### config.mk
export PLATFORM = sky130hd
export DESIGN_NAME = calculator_ctrl
export DESIGN_NICKNAME = d
export VERILOG_FILES = /design/src/rtl/calculator_ctrl.sv
export SDC_FILE = /design/constraint.sdc
export NUM_CORES = 1
export LEC_CHECK = 0
export CORE_ASPECT_RATIO = 1.5
export CORE_MARGIN = 2
export CORE_UTILIZATION = 50
export DETAILED_ROUTE_END_ITERATION = 10
export GPL_ROUTABILITY_DRIVEN = 0
export PLACE_DENSITY_LB_ADDON = 0.25
export RECOVER_POWER = 100
export SLEW_MARGIN = 40
export SYNTH_ARGS = -nofsm -noshare
export SYNTH_HDL_FRONTEND = slang
export SYNTH_SLANG_ARGS = --single-unit
export TNS_END_PERCENT = 1
### constraint.sdc
create_clock -name clk_g -period 3.6 [get_ports clk_g]
set_input_delay 0.54 -clock clk_g [delete_from_list [all_inputs] [get_ports clk_g]]
set_output_delay 0.54 -clock clk_g [all_outputs]
set_load 0.05 [all_outputs]
### src/rtl/calculator_ctrl.sv
// calculator_ctrl: sequencing controller for the hex calculator.
// Turns debounced key levels into operand entry, runs add/sub/mul/div on a
// shared iterative datapath and drives the display value and error flag.
//
// Ports:
//   clk_g      system clock
//   rst_n      asynchronous active-low reset
//   digit_key  digit key level; rising edge shifts digit_in into the entry
//   digit_in   hex digit value
//   op_key     operator key level; rising edge selects op_in
//   op_in      operator: 00 add, 01 sub, 10 mul, 11 div
//   eq_key     equals key level; rising edge starts execution
//   clr_key    clear key level; rising edge clears everything
//   cal_result value to display (registered)
//   error      high while in ERR (registered)
//   busy       high while in BUSY (registered)
module calculator_ctrl #(
    parameter int unsigned ITER = 32
) (
    input  logic        clk_g,
    input  logic        rst_n,
    input  logic        digit_key,
    input  logic [3:0]  digit_in,
    input  logic        op_key,
    input  logic [1:0]  op_in,
    input  logic        eq_key,
    input  logic        clr_key,
    output logic [31:0] cal_result,
    output logic        error,
    output logic        busy
);

    typedef enum logic [2:0] {ENTER_A, ENTER_B, BUSY, DONE, ERR} state_t;
    typedef enum logic [1:0] {OP_ADD, OP_SUB, OP_MUL, OP_DIV} op_t;

    localparam logic [5:0] CNT_LAST = 6'(ITER - 1);

    state_t      state;
    op_t         op;
    logic [31:0] entry;
    logic [31:0] opa;
    logic [31:0] opb;
    logic [5:0]  cnt;
    logic [63:0] acc;

    logic digit_q, op_q, eq_q, clr_q;
    logic digit_e, op_e, eq_e, clr_e;
    logic digit_act, op_act, eq_act;

    logic [32:0] add_sum;
    logic [32:0] mul_sum;
    logic [63:0] mul_next;
    logic [32:0] div_trial;
    logic [63:0] div_next;
    logic        last;

    assign digit_e = digit_key & ~digit_q;
    assign op_e    = op_key    & ~op_q;
    assign eq_e    = eq_key    & ~eq_q;
    assign clr_e   = clr_key   & ~clr_q;

    // Only the highest-priority edge acts; a masked lower edge is lost even
    // when the winning edge is ignored in the current state.
    assign eq_act    = eq_e & ~clr_e;
    assign op_act    = op_e & ~eq_e & ~clr_e;
    assign digit_act = digit_e & ~op_e & ~eq_e & ~clr_e;

    assign last = (cnt == CNT_LAST);

    always_comb begin
        add_sum  = {1'b0, opa} + {1'b0, opb};
        // Multiply: acc = {partial product, remaining multiplier bits}.
        mul_sum  = {1'b0, acc[63:32]} + (acc[0] ? {1'b0, opa} : 33'd0);
        mul_next = {mul_sum, acc[31:1]};
        // Restoring divide: acc = {remainder, dividend/quotient}.
        div_trial = acc[63:31] - {1'b0, opb};
        if (div_trial[32]) begin
            div_next = {acc[62:0], 1'b0};
        end else begin
            div_next = {div_trial[31:0], acc[30:0], 1'b1};
        end
    end

    always_ff @(posedge clk_g or negedge rst_n) begin
        if (!rst_n) begin
            state      <= ENTER_A;
            op         <= OP_ADD;
            entry      <= '0;
            opa        <= '0;
            opb        <= '0;
            cnt        <= '0;
            acc        <= '0;
            digit_q    <= 1'b0;
            op_q       <= 1'b0;
            eq_q       <= 1'b0;
            clr_q      <= 1'b0;
            cal_result <= '0;
            error      <= 1'b0;
            busy       <= 1'b0;
        end else begin
            digit_q <= digit_key;
            op_q    <= op_key;
            eq_q    <= eq_key;
            clr_q   <= clr_key;

            if (clr_e) begin
                state      <= ENTER_A;
                op         <= OP_ADD;
                entry      <= '0;
                opa        <= '0;
                opb        <= '0;
                cnt        <= '0;
                acc        <= '0;
                cal_result <= '0;
                error      <= 1'b0;
                busy       <= 1'b0;
            end else begin
                case (state)
                    ENTER_A: begin
                        if (op_act) begin
                            opa        <= entry;
                            op         <= op_t'(op_in);
                            entry      <= '0;
                            cal_result <= '0;
                            state      <= ENTER_B;
                        end else if (digit_act) begin
                            entry      <= {entry[27:0], digit_in};
                            cal_result <= {entry[27:0], digit_in};
                        end
                    end
                    ENTER_B: begin
                        if (eq_act) begin
                            opb   <= entry;
                            cnt   <= '0;
                            acc   <= (op == OP_MUL) ? {32'd0, entry} : {32'd0, opa};
                            busy  <= 1'b1;
                            state <= BUSY;
                        end else if (op_act) begin
                            op <= op_t'(op_in);
                        end else if (digit_act) begin
                            entry      <= {entry[27:0], digit_in};
                            cal_result <= {entry[27:0], digit_in};
                        end
                    end
                    BUSY: begin
                        case (op)
                            OP_ADD: begin
                                busy <= 1'b0;
                                if (add_sum[32]) begin
                                    state      <= ERR;
                                    error      <= 1'b1;
                                    cal_result <= '0;
                                end else begin
                                    state      <= DONE;
                                    cal_result <= add_sum[31:0];
                                end
                            end
                            OP_SUB: begin
                                busy <= 1'b0;
                                if (opa < opb) begin
                                    state      <= ERR;
                                    error      <= 1'b1;
                                    cal_result <= '0;
                                end else begin
                                    state      <= DONE;
                                    cal_result <= opa - opb;
                                end
                            end
                            OP_MUL: begin
                                acc <= mul_next;
                                cnt <= cnt + 6'd1;
                                if (last) begin
                                    busy <= 1'b0;
                                    if (mul_next[63:32] != 32'd0) begin
                                        state      <= ERR;
                                        error      <= 1'b1;
                                        cal_result <= '0;
                                    end else begin
                                        state      <= DONE;
                                        cal_result <= mul_next[31:0];
                                    end
                                end
                            end
                            default: begin
                                if (cnt == 6'd0 && opb == 32'd0) begin
                                    busy       <= 1'b0;
                                    state      <= ERR;
                                    error      <= 1'b1;
                                    cal_result <= '0;
                                end else begin
                                    acc <= div_next;
                                    cnt <= cnt + 6'd1;
                                    if (last) begin
                                        busy       <= 1'b0;
                                        state      <= DONE;
                                        cal_result <= div_next[31:0];
                                    end
                                end
                            end
                        endcase
                    end
                    DONE: begin
                        if (op_act) begin
                            opa        <= cal_result;
                            op         <= op_t'(op_in);
                            entry      <= '0;
                            cal_result <= '0;
                            state      <= ENTER_B;
                        end else if (digit_act) begin
                            entry      <= {28'd0, digit_in};
                            cal_result <= {28'd0, digit_in};
                            state      <= ENTER_A;
                        end
                    end
                    default: begin
                        // ERR: held until a clear edge.
                        state <= ERR;
                    end
                endcase
            end
        end
    end

endmodule
**Yosys cells after proc, flatten, opt, wreduce, memory -nomap -nowiden**

Cells that the tools add are included.

- Logic and storage cells: 155
- Output and inout port bits: 34
- Register bits after elaboration: 209
- Input port bits: 12

- Reductions and logical operators: 26
- Multiplexer cells: 72
- Add/subtract/negate cells: 5
- Equal/unequal tests: 20
- $lt $le $gt $ge: 1
- Bitwise logic cells: 17

Operator list:

| cell | number |
|---|---|
| 32-bit 2-to-1 mux | 26 |
| 64-bit 2-to-1 mux | 4 |
| 64-bit one-hot mux with 2 select lines | 2 |
| 32-bit one-hot mux with 3 select lines | 2 |
| 32-bit one-hot mux with 4 select lines | 1 |
| 32-bit by 32-bit adder with 33-bit output | 2 |
| 32-bit one-hot mux with 2 select lines | 1 |
| 3-bit 2-to-1 mux | 11 |
| 33-bit by 32-bit subtractor with 33-bit output | 1 |
| 32-bit logical NOT | 1 |
| 32-bit less-than comparator | 1 |
| 32-bit nonzero test | 1 |
| 32-bit subtractor | 1 |
| 3-bit inequality test (second input constant) | 9 |
| 6-bit one-hot mux with 2 select lines | 2 |
| 6-bit 2-to-1 mux | 3 |
| 4-bit inequality test (second input constant) | 3 |
| 3-bit one-hot mux with 4 select lines | 1 |
| 6-bit AND reduction | 2 |
| 1-bit 2-to-1 mux | 11 |
| 1-bit bitwise AND | 10 |
| 5-bit nonzero test | 2 |
| 3-bit one-hot mux with 3 select lines | 1 |
| 3-bit nonzero test | 3 |
| other kinds (24) | 40 |

**Depth between registers and ports, before layout**

Gate-level depths: netlist of run 1.

- Word-level depth: 11
- Mapped depth: 17
- Mapped depth without buffers: 15

**Least setup slack after synthesis of run 1**

Ideal clock, no wire load.

- Path type: register to register
- From: register acc[0]
- To: register state[2]
- Data required time: 3497 ps
- Library setup time: 103 ps
- Period minus slack after synthesis: 3844 ps
- Data arrival time: 3740 ps
- Stages on the path, launching flop included: 17
- Buffers on the path: 1
- Setup slack: -244 ps
- Cell sequence: dfrtp_1 and2_1 ha_1 inv_1 fa_1 nor2b_4 o31a_1 o21ai_4 o21ai_2 a21oi_2 o31ai_1 o31a_1 mux2_4 and4_1 buf_6 or4_4 o41ai_2

- Cells in the longest elaborated chain, start to end: 8

RTL lines:

| what | RTL line | source |
|---|---|---|
| start, declared | 44 | `logic [63:0] acc;` |
| start signal, assigned | 135 | `acc <= (op == OP_MUL) ? {32'd0, entry} : {32'd0, opa};` |
| start signal, assigned | 170 | `acc <= mul_next;` |
| start signal, assigned | 191 | `acc <= div_next;` |
| 32-bit 2-to-1 mux | 73 | `mul_sum = {1'b0, acc[63:32]} + (acc[0] ? {1'b0, opa} : 33'd0);` |
| 32-bit by 32-bit adder with 33-bit output | 73 |  |
| 32-bit nonzero test | 174 | `if (mul_next[63:32] != 32'd0) begin` |
| 3-bit 2-to-1 mux | 174 |  |
| 3-bit 2-to-1 mux | 172 | `if (last) begin` |
| 3-bit one-hot mux with 3 select lines | 146 | `case (op)` |
| 3-bit one-hot mux with 4 select lines | 118 | `case (state)` |
| 3-bit 2-to-1 mux | 106 | `if (clr_e) begin` |
| end signal, assigned | 107 | `state <= ENTER_A;` |
| end signal, assigned | 150 | `state <= ERR;` |
| end signal, assigned | 175 | `state <= ERR;` |
| end, declared | 38 | `state_t state;` |

No other way between the ends. The select of a mux whose other input is x is not followed.
A chain may end at the register's enable or synchronous reset.

**Final worst setup path of run 1**

- From: register acc[0]
- To: register cal_result[24]

- Cells in the longest elaborated chain, start to end: 8

RTL lines:

| what | RTL line | source |
|---|---|---|
| 32-bit 2-to-1 mux | 73 |  |
| 32-bit by 32-bit adder with 33-bit output | 73 |  |
| 32-bit nonzero test | 174 |  |
| 32-bit 2-to-1 mux | 174 |  |
| 32-bit 2-to-1 mux | 172 |  |
| 32-bit one-hot mux with 3 select lines | 146 |  |
| 32-bit one-hot mux with 4 select lines | 118 |  |
| 32-bit 2-to-1 mux | 106 |  |
| end signal, assigned | 128 | `cal_result <= {entry[27:0], digit_in};` |
| end signal, assigned | 155 | `cal_result <= add_sum[31:0];` |
| end signal, assigned | 180 | `cal_result <= mul_next[31:0];` |
| end, declared | 28 | `output logic [31:0] cal_result,` |

No other way between the ends. The select of a mux whose other input is x is not followed.

==> out/metrics.yaml, run 1 <==
worstPathRequired_ps: 4050
antenna_found_initial: 0
place_inst: 3038
setup_violations: 44
avgSynthCellArea_um2: 8.25
multi_input_area_um2: 12700
hold_start: "error$_DFFE_PN0P_"
max_freq_mhz: 252
synth_area_leaders: "dfrtp_1, ha_1, mux2i_1"
postRouteAntennaNets: 0
io_pins: 46
min_path_type: "reg2reg"
synth_top_area_frac: 0.281
cp.arrival_ps: 4410
crit_slowest_cell: "or4_4"
rr_endpoint: "cal_result[24]$_DFFE_PN0P_"
clk_pin_slew_ps: 70
worst_pin_slew_ps: 2360
die_x_um: 161
yosys_warnings: 0
finalWorstSetupSlack_ps: -365
nets: 2728
critPathKind: "reg2reg"
dieHeight_um: 240
min_to: "error$_DFFE_PN0P_"
r2r_slack_ps: -370
status: "finished with violations"
p_leak_uw: 0.0109
finalSetupTns_ps: -11560
grt_pass1_wl_mm: 112
core_region_area_um2: 36700
grt_pass1_vias: 20100
clockRootBuffer: "clkbuf_16"
finalCritPeriodShare: 1.10
yosys_most_used_dff: "dfrtp_1"
path_max_fanout: 11
finalHoldWorstSlack_ps: 539
regArea_um2: 5230
rsz0062_at_grt: "true"
vias_per_cell: 6.61
period_minus_slack_ps: 3970
hold_depth: 2
drt_iter0_markers: 2140
design.die.area_um2: 38800
path_cells: "buf_6 -> and2_4 -> ha_4 -> nor2b_4 -> o2111a_1 -> or4_4 -> a221oi_4 -> o2111ai_2 -> nor4b_2 -> buf_4 -> o2111ai_1 -> and4bb_1 -> and4_4 -> buf_12 -> buf_16 -> a21oi_1 -> o21ai_1"
num_rows: 86
h-tree-depth: 1
startpoint_type: "register"
end_kind: "register"
synth.distinct_cells: 91
start_util: 0.507
diodes: 0
fillers: 3123
grt_max_degree: 68
hold_viol: 0
cts_tree: "built"
layout-area-overhead-vs-synth_pct: 24.6
vias: 20400
drc: 0
grt-ovfl-total: 0
synth-seq-cells: 209
drt-total-wl_mm: 72.2
cts_max_path_buffers: 3
io_buffers: 45
met2_length_mm: 33.9
slowest_delay_ps: 450
ys_seq_area_frac: 0.281
drt-met1-wl_mm: 26.0
power_density_nw_per_um2: 742
finalMaxSlewViolations: 44
hpwl_mm: 55.1
drive_above_1_share: 0.205
timing.rr.start: "acc[0]$_DFFE_PN0P_"
synth_edf_count: 0
cts_sinks: 209
syn_area_um2: 18600
cts_made_buffers: 21
synth_nets: 2399
reg2reg_depth: 17
vdd_drop_max_uv: 805
stdcell_count: 3079
cp-startpoint: "acc[0]$_DFFE_PN0P_"
wl_met3_mm: 6.20
violations: "capacitance limit, slew limit, setup timing"
maxSlewHeadroom: -0.572
ys_async_sr_fraction: 1.00
routed.top_layer: "met4"
finalClockSkew_ps: 24.3
grt_usage: 0.368
worst_skew_pair.late_latency_ps: 530
drt_first_pass_iters: 6
max_cap_violations: 1
yosysTopAreaCell: "dfrtp_1"
synth_cells: 2253
wl_per_cell_um: 23.4
-- layout make-up --
class | instances | share of cell area
inverters | 88 | 0.0143
clock buffers | 30 | 0.0259
well taps | 484 | 0.0261
repair buffers | 449 | 0.156
flip-flops and latches | 209 | 0.226
multi-input cells | 1813 | 0.549
clock inverters | 6 | 0.00286
-- sequential cells by signal, summed over array words and instances (netlist names) --
| name | count |
|---|---|
| acc | 64 |
| digit_q | 1 |
| opb | 32 |
| cnt | 6 |
| clr_q | 1 |
| busy | 1 |
| opa | 32 |
| op_q | 1 |
| eq_q | 1 |
| entry | 32 |
| op | 2 |
| state | 3 |
| cal_result | 32 |
| error | 1 |
-- critical path: cells and delay by family, from the launching register on --
kind,cells,cell delay [ps]
AO/OA/AOI/OAI,6,1130
adder cells (fa/ha/maj),1,210
AND/OR/NAND/NOR,6,1570
buffers and inverters,4,590
flip-flops,1,390
-- Yosys cell counts, drive strengths merged (33+ instances only) --
| cell type | n |
|---|---|
| a21o | 42 |
| a21oi | 195 |
| a22o | 37 |
| and2 | 38 |
| buf | 33 |
| clkbuf | 110 |
| dfrtp | 209 |
| ha | 130 |
| inv | 88 |
| mux2i | 124 |
| nand2 | 320 |
| nand3 | 41 |
| nor2 | 110 |
| nor3 | 40 |
| o21ai | 149 |
| o221ai | 38 |
| o31ai | 52 |
-- layer usage --
metal  global-route usage  vias up
met1                0.427     9703
met5                    0        -
met4                0.256        0
met2                0.622     1207
met3               0.0542      356
li1                     -     9100
-- layout by cell type (no fill, tap or decap), types with 12 or more instances in the layout --
cell type	Yosys	routed
o21bai_1	18	17
o21ai_0	139	126
xor2_1	26	26
a221oi_1	23	22
nand3_1	41	40
nor2_1	110	108
nor4_1	18	16
nor3_1	39	37
a211oi_1	31	28
inv_1	87	85
and2_1	38	35
o221ai_1	38	38
nand2_1	320	319
clkbuf_1	108	19
o21ai_1	8	20
o211ai_1	23	23
o21a_1	14	13
nor2b_1	15	13
ha_1	130	122
nand4_1	16	16
or2_2	12	12
a21oi_1	192	183
a22oi_1	14	14
o31ai_1	52	50
a32oi_1	14	14
a31oi_1	24	24
dfrtp_1	209	208
mux2i_1	124	124
a22o_1	37	37
a221o_1	25	25
or3_1	17	17
nand2b_1	23	23
and3_1	15	14
xnor2_1	28	28
clkbuf_16	0	22
a21o_1	42	42
buf_4	2	365
dlygate4sd3_1	0	39
-- per-stage QoR --
step	util	setup WS [ps]	instance area, um2	total power [uW]
2_1_floorplan	-	-8.41	18600	9550
3_3_place_gp	0.609	-486	22300	14000
3_5_place_dp	0.610	-571	22400	14200
4_1_cts	0.633	-428	23200	16900
5_1_grt	0.631	-537	23200	18000
6_report	0.631	-365	23200	17200
-- where the power goes --
group | internal (uW) | leakage (uW) | switching, uW | total (uW)
Sequential | 2590 | 0.00289 | 374 | 2970
Combinational | 5240 | 0.00772 | 6720 | 12000
Clock | 1230 | 0.000316 | 1010 | 2250
Total | 9070 | 0.0109 | 8110 | 17200
-- cells by family after synthesis --
logic type | count (synthesis) | share of synthesized area
flip-flops | 209 | 0.281
buffers and inverters | 231 | 0.0494
AND/OR/NAND/NOR | 697 | 0.176
multiplexers | 137 | 0.0815
XOR/XNOR | 54 | 0.0254
AO/OA/AOI/OAI | 790 | 0.294
adder cells (fa/ha/maj) | 135 | 0.0923
-- worst max-delay path by stage --
stage                                       endpoint  slack, ps  depth (start not counted)
after floorplan                 state[2]$_DFFE_PN0P_         -8                         15
after global placement    cal_result[18]$_DFFE_PN0P_       -490                         17
after detailed placement        state[0]$_DFFE_PN0P_       -570                         17
after CTS                 cal_result[30]$_DFFE_PN0P_       -430                         18
after global routing      cal_result[24]$_DFFE_PN0P_       -540                         18
final                     cal_result[24]$_DFFE_PN0P_       -370                         17
-- what timing repair did --
action                                  4_1_cts  5_1_grt
gates resized for setup                      39       30
gates cloned                                  2        1
hold buffers                                  1        0
pin swaps                                    21       13
setup buffers                                 1        0
hold endpoints to repair                     40        0
endpoints found under the setup margin       68       66
Note: power is estimated with default switching activity, not from simulation.
==> run 2: changes to the inputs <==
Settings changed: CORE_UTILIZATION 50 to 58, CTS_CLUSTER_DIAMETER set to 200.
==> run 2 against run 1 <==
Net effect:
- the run still ends with capacitance limit, slew limit, setup timing left
- first-iteration DRC count up 16%
- maximum frequency down 0.35%
- wire length up 0.77%
- register-to-register slack about the same
- sequential cell count unchanged
==> out/metrics.yaml, run 2 (synthesized netlist as in run 1, its figures left out) <==
status: "finished with violations"
violations: "capacitance limit, slew limit, setup timing"
largest_register_ffs: 64  # unchanged
startpoint_type: "register"
clockRootBuffer: "clkbuf_16"
diodes: 0  # unchanged
finalMaxSlewViolations: 34  # -23%
max_freq_mhz: 251  # -0.35%
critPathKind: "reg2reg"
vias: 21000  # +2.9%
top_register: "acc"
clk_pin_slew_ps: 70  # about the same
layout-area-overhead-vs-synth_pct: 24.8
multi_input_area_um2: 13000  # +2.0%
grt_usage: 0.427  # +0.0598
max_cap_violations: 2  # +1
worstPathRequired_ps: 4040  # about the same
power.internal_uw: 9290  # +2.4%
grt.met3_usage: 0.0775  # +0.0233
comb_power_share: 0.693  # -0.004
rsz0062_at_grt: "true"
cts_made_buffers: 23  # +9.5%
grt_max_degree: 99  # +46%
finalCritPeriodShare: 1.11  # +0.00390
cts_max_path_buffers: 3  # unchanged
grt-ovfl-total: 0  # unchanged
drt-total-wl_mm: 72.8  # +0.77%
vias_per_cell: 7.02  # +6.1%
io_pins: 46  # unchanged
p_leak_uw: 0.0109  # -0.32%
place_inst: 2939  # -3.3%
layout_common_cells: "buf_4, nand2_1, dfrtp_1"
period_minus_slack_ps: 3980  # +14.0 ps
min_path_type: "reg2reg"
finalClockSkew_ps: 13.2  # -11.1 ps
cts_sinks: 209  # unchanged
top_usage_layer: "met2"
die_x_um: 150  # -7.0%
postLayoutCellArea_um2: 23200  # +0.16%
finalWorstSetupSlack_ps: -379  # -14.0 ps
worst_skew_pair.late_latency_ps: 560  # +30 ps
net-switching-power_uw: 8360  # +3.1%
swShare: 0.474  # +0.00163
num_rows: 80  # -7.0%
grt_pass1_wl_mm: 112  # +0.31%
io_buffers: 45  # unchanged
drc: 0  # unchanged
cp.arrival_ps: 4420  # about the same
nets: 2705  # -0.84%
gr-usage-met1: 0.504  # +0.0764
setup_violations: 43  # -2.3%
p_seq_frac: 0.168  # -0.005
stdcell_count: 2986  # -3.0%
use_met2: 0.690  # +0.0681
wl_per_cell_um: 24.4  # +3.9%
grt_pass1_vias: 20900  # +4.0%
drt_first_pass_iters: 6  # unchanged
start_util: 0.586  # +0.0792
fillers: 2291  # -27%
worst_pin_slew_ps: 1990  # -370 ps
finalHoldWorstSlack_ps: 536  # -2.90 ps
pwr-share-clk: 0.138  # +0.007
place_area_um2: 22000  # -1.6%
cts_tree: "built"
end_kind: "register"
dieHeight_um: 223  # -7.0%
finalSetupTns_ps: -11870  # -307 ps
antenna_found_initial: 1  # +1
postRouteAntennaNets: 0  # unchanged
drive_above_1_share: 0.212  # +0.00694
power_density_nw_per_um2: 761  # +2.6%
path_max_fanout: 14  # +3
maxSlewHeadroom: -0.326  # +0.247
regArea_um2: 5230  # unchanged
hpwl_mm: 53.6  # -2.7%
vdd_drop_max_uv: 723  # -10%
hold_viol: 0  # unchanged
core_region_area_um2: 31700  # -14%
drt_iter0_markers: 2482  # +16%
final_common_cell: "buf_4"
design.die.area_um2: 33500  # -14%
h-tree-depth: 1  # unchanged
==> run 2: changes by cell type in the layout (fill, tap and decap cells not counted), sizes merged <==
cell	delta
clkinvlp	-3
bufinv	+1
buf	-22
clkbuf	-1
inv	+1
clkinv	+5
==> run 2: worst paths after layout <==
path,slack [ps],to,cells after the start,from
worst min register to register,540,error$_DFFE_PN0P_,2,error$_DFFE_PN0P_
worst max register to register,-380,cal_result[16]$_DFFE_PN0P_,19,opa[0]$_DFFE_PN0P_
min in group asynchronous,840,entry[7]$_DFFE_PN0P_,2,rst_n
max in group asynchronous,430,opa[28]$_DFFE_PN0P_,4,rst_n
worst min-delay path,540,error$_DFFE_PN0P_,2,error$_DFFE_PN0P_
worst max-delay path,-380,cal_result[16]$_DFFE_PN0P_,19,opa[0]$_DFFE_PN0P_
==> run 2: power by group through the flow <==
stage / Sequential (uW) / Combinational, uW / Clock (uW)
floorplan: 3300 / 6240 / 0
global placement: 2970 / 11000 / 0
detailed placement: 2980 / 11200 / 0
CTS: 2950 / 11700 / 2420
global route: 2990 / 12900 / 2510
finish: 2970 / 12200 / 2440
==> run 2: per-layer routing <==
layer | vias up | part of all wire
li1 | 9054 | -
met1 | 9821 | 0.34
met2 | 1598 | 0.45
met3 | 487 | 0.11
met4 | 2 | 0.093
met5 | - | 0.00018
==> run 2: critical path: stages (launching register included) <==
cell and delay [ps]:
dfrtp_1 400, buf_4 170, inv_1 90, ha_2 190
inv_1 50, fa_1 390, a21o_1 200, a221oi_2 230
buf_4 150, a211o_1 200, a21oi_2 130, o41ai_2 310
buf_4 180, a21o_1 150, buf_12 160, buf_4 140
o221ai_1 150, a221o_1 360, a21oi_2 140, o21ai_1 90
==> run 2: what timing repair did <==
action                     4_1_cts  5_1_grt
setup buffers                    1        0
gates cloned                     2        0
pin swaps                       21        7
hold buffers                     0        1
setup endpoints to repair       69       68
resized for setup               54       47
hold endpoints to repair         0       51
==> run 2: area by class of cell <==
type,instances,share of cell area
multi-input combinational,1813,0.559
inverter,88,0.0142
tap,410,0.0221
sequential,209,0.225
clock buffer,32,0.0271
timing repair buffer,424,0.147
clock inverter,10,0.00491
==> run 2: per-stage QoR <==
stage                util  setup slack (ps)  power [uW]
finish              0.731              -379       17600
floorplan               -             -8.41        9550
global placement    0.694              -466       14000
detailed placement  0.694              -532       14200
CTS                 0.727              -382       17100
global route        0.731              -532       18400
==> run 3: changes to the inputs <==
Settings changed: GPL_TIMING_DRIVEN set to 0.
==> run 3 against run 2 <==
Net effect:
- the flow still finishes with violations (capacitance limit, slew limit, setup timing)
- sequential power about the same
- highest routed layer is now met4
- critical endpoint is now cal_result[19]$_DFFE_PN0P_
- global-route usage rose by 2.6 points
- clock power decreased by 4%
==> out/metrics.yaml, run 3 (synthesized netlist as in run 1, its figures left out) <==
finalMaxSlewViolations: 66  # +94%
grt_usage: 0.454  # +0.0264
max_cap_violations: 1  # -1
stdcell_count: 2782  # -6.8%
min_path_type: "reg2reg"
grt_pass1_vias: 19900  # -4.9%
antenna_found_initial: 2  # +1
worstPathRequired_ps: 4000  # -40 ps
io_pins: 46  # unchanged
timing.rr.start: "cnt[0]$_DFFE_PN0P_"
rsz0062_at_grt: "true"
finalHoldWorstSlack_ps: 512  # -23.7 ps
hold_start: "busy$_DFFE_PN0P_"
postRouteAntennaNets: 0  # unchanged
violations: "capacitance limit, slew limit, setup timing"
final_common_cell: "nand2_1"
vdd_drop_max_uv: 703  # -2.7%
vias: 20000  # -4.4%
io_buffers: 45  # unchanged
period_minus_slack_ps: 4300  # +320 ps
design.die.area_um2: 33500  # unchanged
dieHeight_um: 223  # unchanged
cts_tree: "built"
drive_above_1_share: 0.107  # -0.104
status: "finished with violations"
grt_max_degree: 75  # -24%
cts_max_path_buffers: 3  # unchanged
min_to: "busy$_DFFE_PN0P_"
largest_register_ffs: 64  # unchanged
path_max_fanout: 10  # -4
finalWorstSetupSlack_ps: -700  # -320 ps
start_util: 0.586  # unchanged
hold_viol: 0  # unchanged
drt_first_pass_iters: 8  # +2
drc: 0  # unchanged
max_freq_mhz: 233  # -7.4%
layout-area-overhead-vs-synth_pct: 14.2
drt_iter0_markers: 2384  # -3.9%
maxSlewHeadroom: -0.0575  # +0.268
die_x_um: 150  # unchanged
clk_pin_slew_ps: 70  # about the same
top_register: "acc"
reg2reg_depth: 16  # -3
setup_violations: 109  # +150%
critPathKind: "reg2reg"
r2r_slack_ps: -700  # -320 ps
drt-total-wl_mm: 76.0  # +4.5%
hold_depth: 2  # unchanged
power_density_nw_per_um2: 788  # +3.6%
cts_sinks: 209  # unchanged
startpoint_type: "register"
finalClockSkew_ps: 28.0  # +14.7 ps
end_kind: "register"
finalCritPeriodShare: 1.19  # +0.0890
grt-ovfl-total: 0  # unchanged
worst_pin_slew_ps: 1590  # -403 ps
p_leak_uw: 0.00956  # -12%
vias_per_cell: 7.21  # +2.6%
nets: 2501  # -7.5%
total_power_uw: 16700  # -5.2%
cts_made_buffers: 21  # -8.7%
worst_skew_pair.late_latency_ps: 550  # about the same
cp.arrival_ps: 4700  # +280 ps
h-tree-depth: 1  # unchanged
num_rows: 80  # unchanged
core_region_area_um2: 31700  # unchanged
rr_endpoint: "cal_result[19]$_DFFE_PN0P_"
clockRootBuffer: "clkbuf_16"
grt_pass1_wl_mm: 115  # +2.7%
wl_per_cell_um: 27.3  # +12%
place_inst: 2712  # -7.7%
hpwl_mm: 57.2  # +6.6%
layout_common_cells: "nand2_1, dfrtp_1, a21oi_1"
run 3: metrics by stage:
step	setup WS, ps	area [um2]	TNS, ps	util
6_report	-700	21200	-36410	0.669
3_5_place_dp	-1540	19700	-103080	0.621
5_1_grt	-804	21200	-43250	0.669
2_1_floorplan	-8.41	18600	-8.41	-
4_1_cts	-577	21100	-19450	0.665
3_3_place_gp	-6710	19600	-1521560	0.618
run 3: cell type report:
cell class	count	area, um2
antenna	2	5.00
buffer	142	686
clock buffer	31	603
clock inverter	7	96.3
fill	2554	10500
inverter	88	335
multi-input combinational	1813	13000
sequential	209	5240
tap	410	513
timing repair buffer	80	742
run 3: critical path, cell delays in order (launching register included):
cell	delay, ps
dfrtp_1	450
inv_1	90
ha_1	130
nor4b_1	330
nand4_1	140
buf_4	190
o41ai_4	320
or3_1	170
clkbuf_4	270
or2_1	270
o21ai_1	160
or2_2	320
buf_2	220
a221oi_2	410
o21ai_0	170
a221oi_1	390
a221oi_2	100
run 3: layer usage:
metal	vias to the layer above	routed length [um]	global-route usage
li1	8655	-	-
met1	9341	24700	0.497
met2	1533	34600	0.718
met3	516	8110	0.112
met4	0	8660	0.407
met5	-	0	0
run 3: how the worst max path moves through the flow:
stage                        startpoint                          to  depth (start not counted)
CTS                  acc[0]$_DFFE_PN0P_        state[1]$_DFFE_PN0P_                         17
global route         acc[0]$_DFFE_PN0P_        state[2]$_DFFE_PN0P_                         18
detailed placement  acc[31]$_DFFE_PN0P_         acc[55]$_DFFE_PN0P_                         16
global placement                  rst_n         acc[59]$_DFFE_PN0P_                          1
floorplan            acc[0]$_DFFE_PN0P_        state[2]$_DFFE_PN0P_                         15
finish               cnt[0]$_DFFE_PN0P_  cal_result[19]$_DFFE_PN0P_                         16
run 3: power by group:
group / internal (uW) / leakage (uW) / switching, uW / total, uW
Combinational: 4160 / 0.00633 / 7230 / 11400
Clock: 1310 / 0.000344 / 1030 / 2350
Sequential: 2590 / 0.00288 / 402 / 3000
Total: 8060 / 0.00956 / 8670 / 16700
run 3: timing repair:
action	CTS	global route
resized for setup	136	32
pin swaps	39	22
hold buffers	1	0
endpoints found under the hold margin	41	0
gates cloned	3	0
setup buffers	17	10
endpoints found under the setup margin	94	93
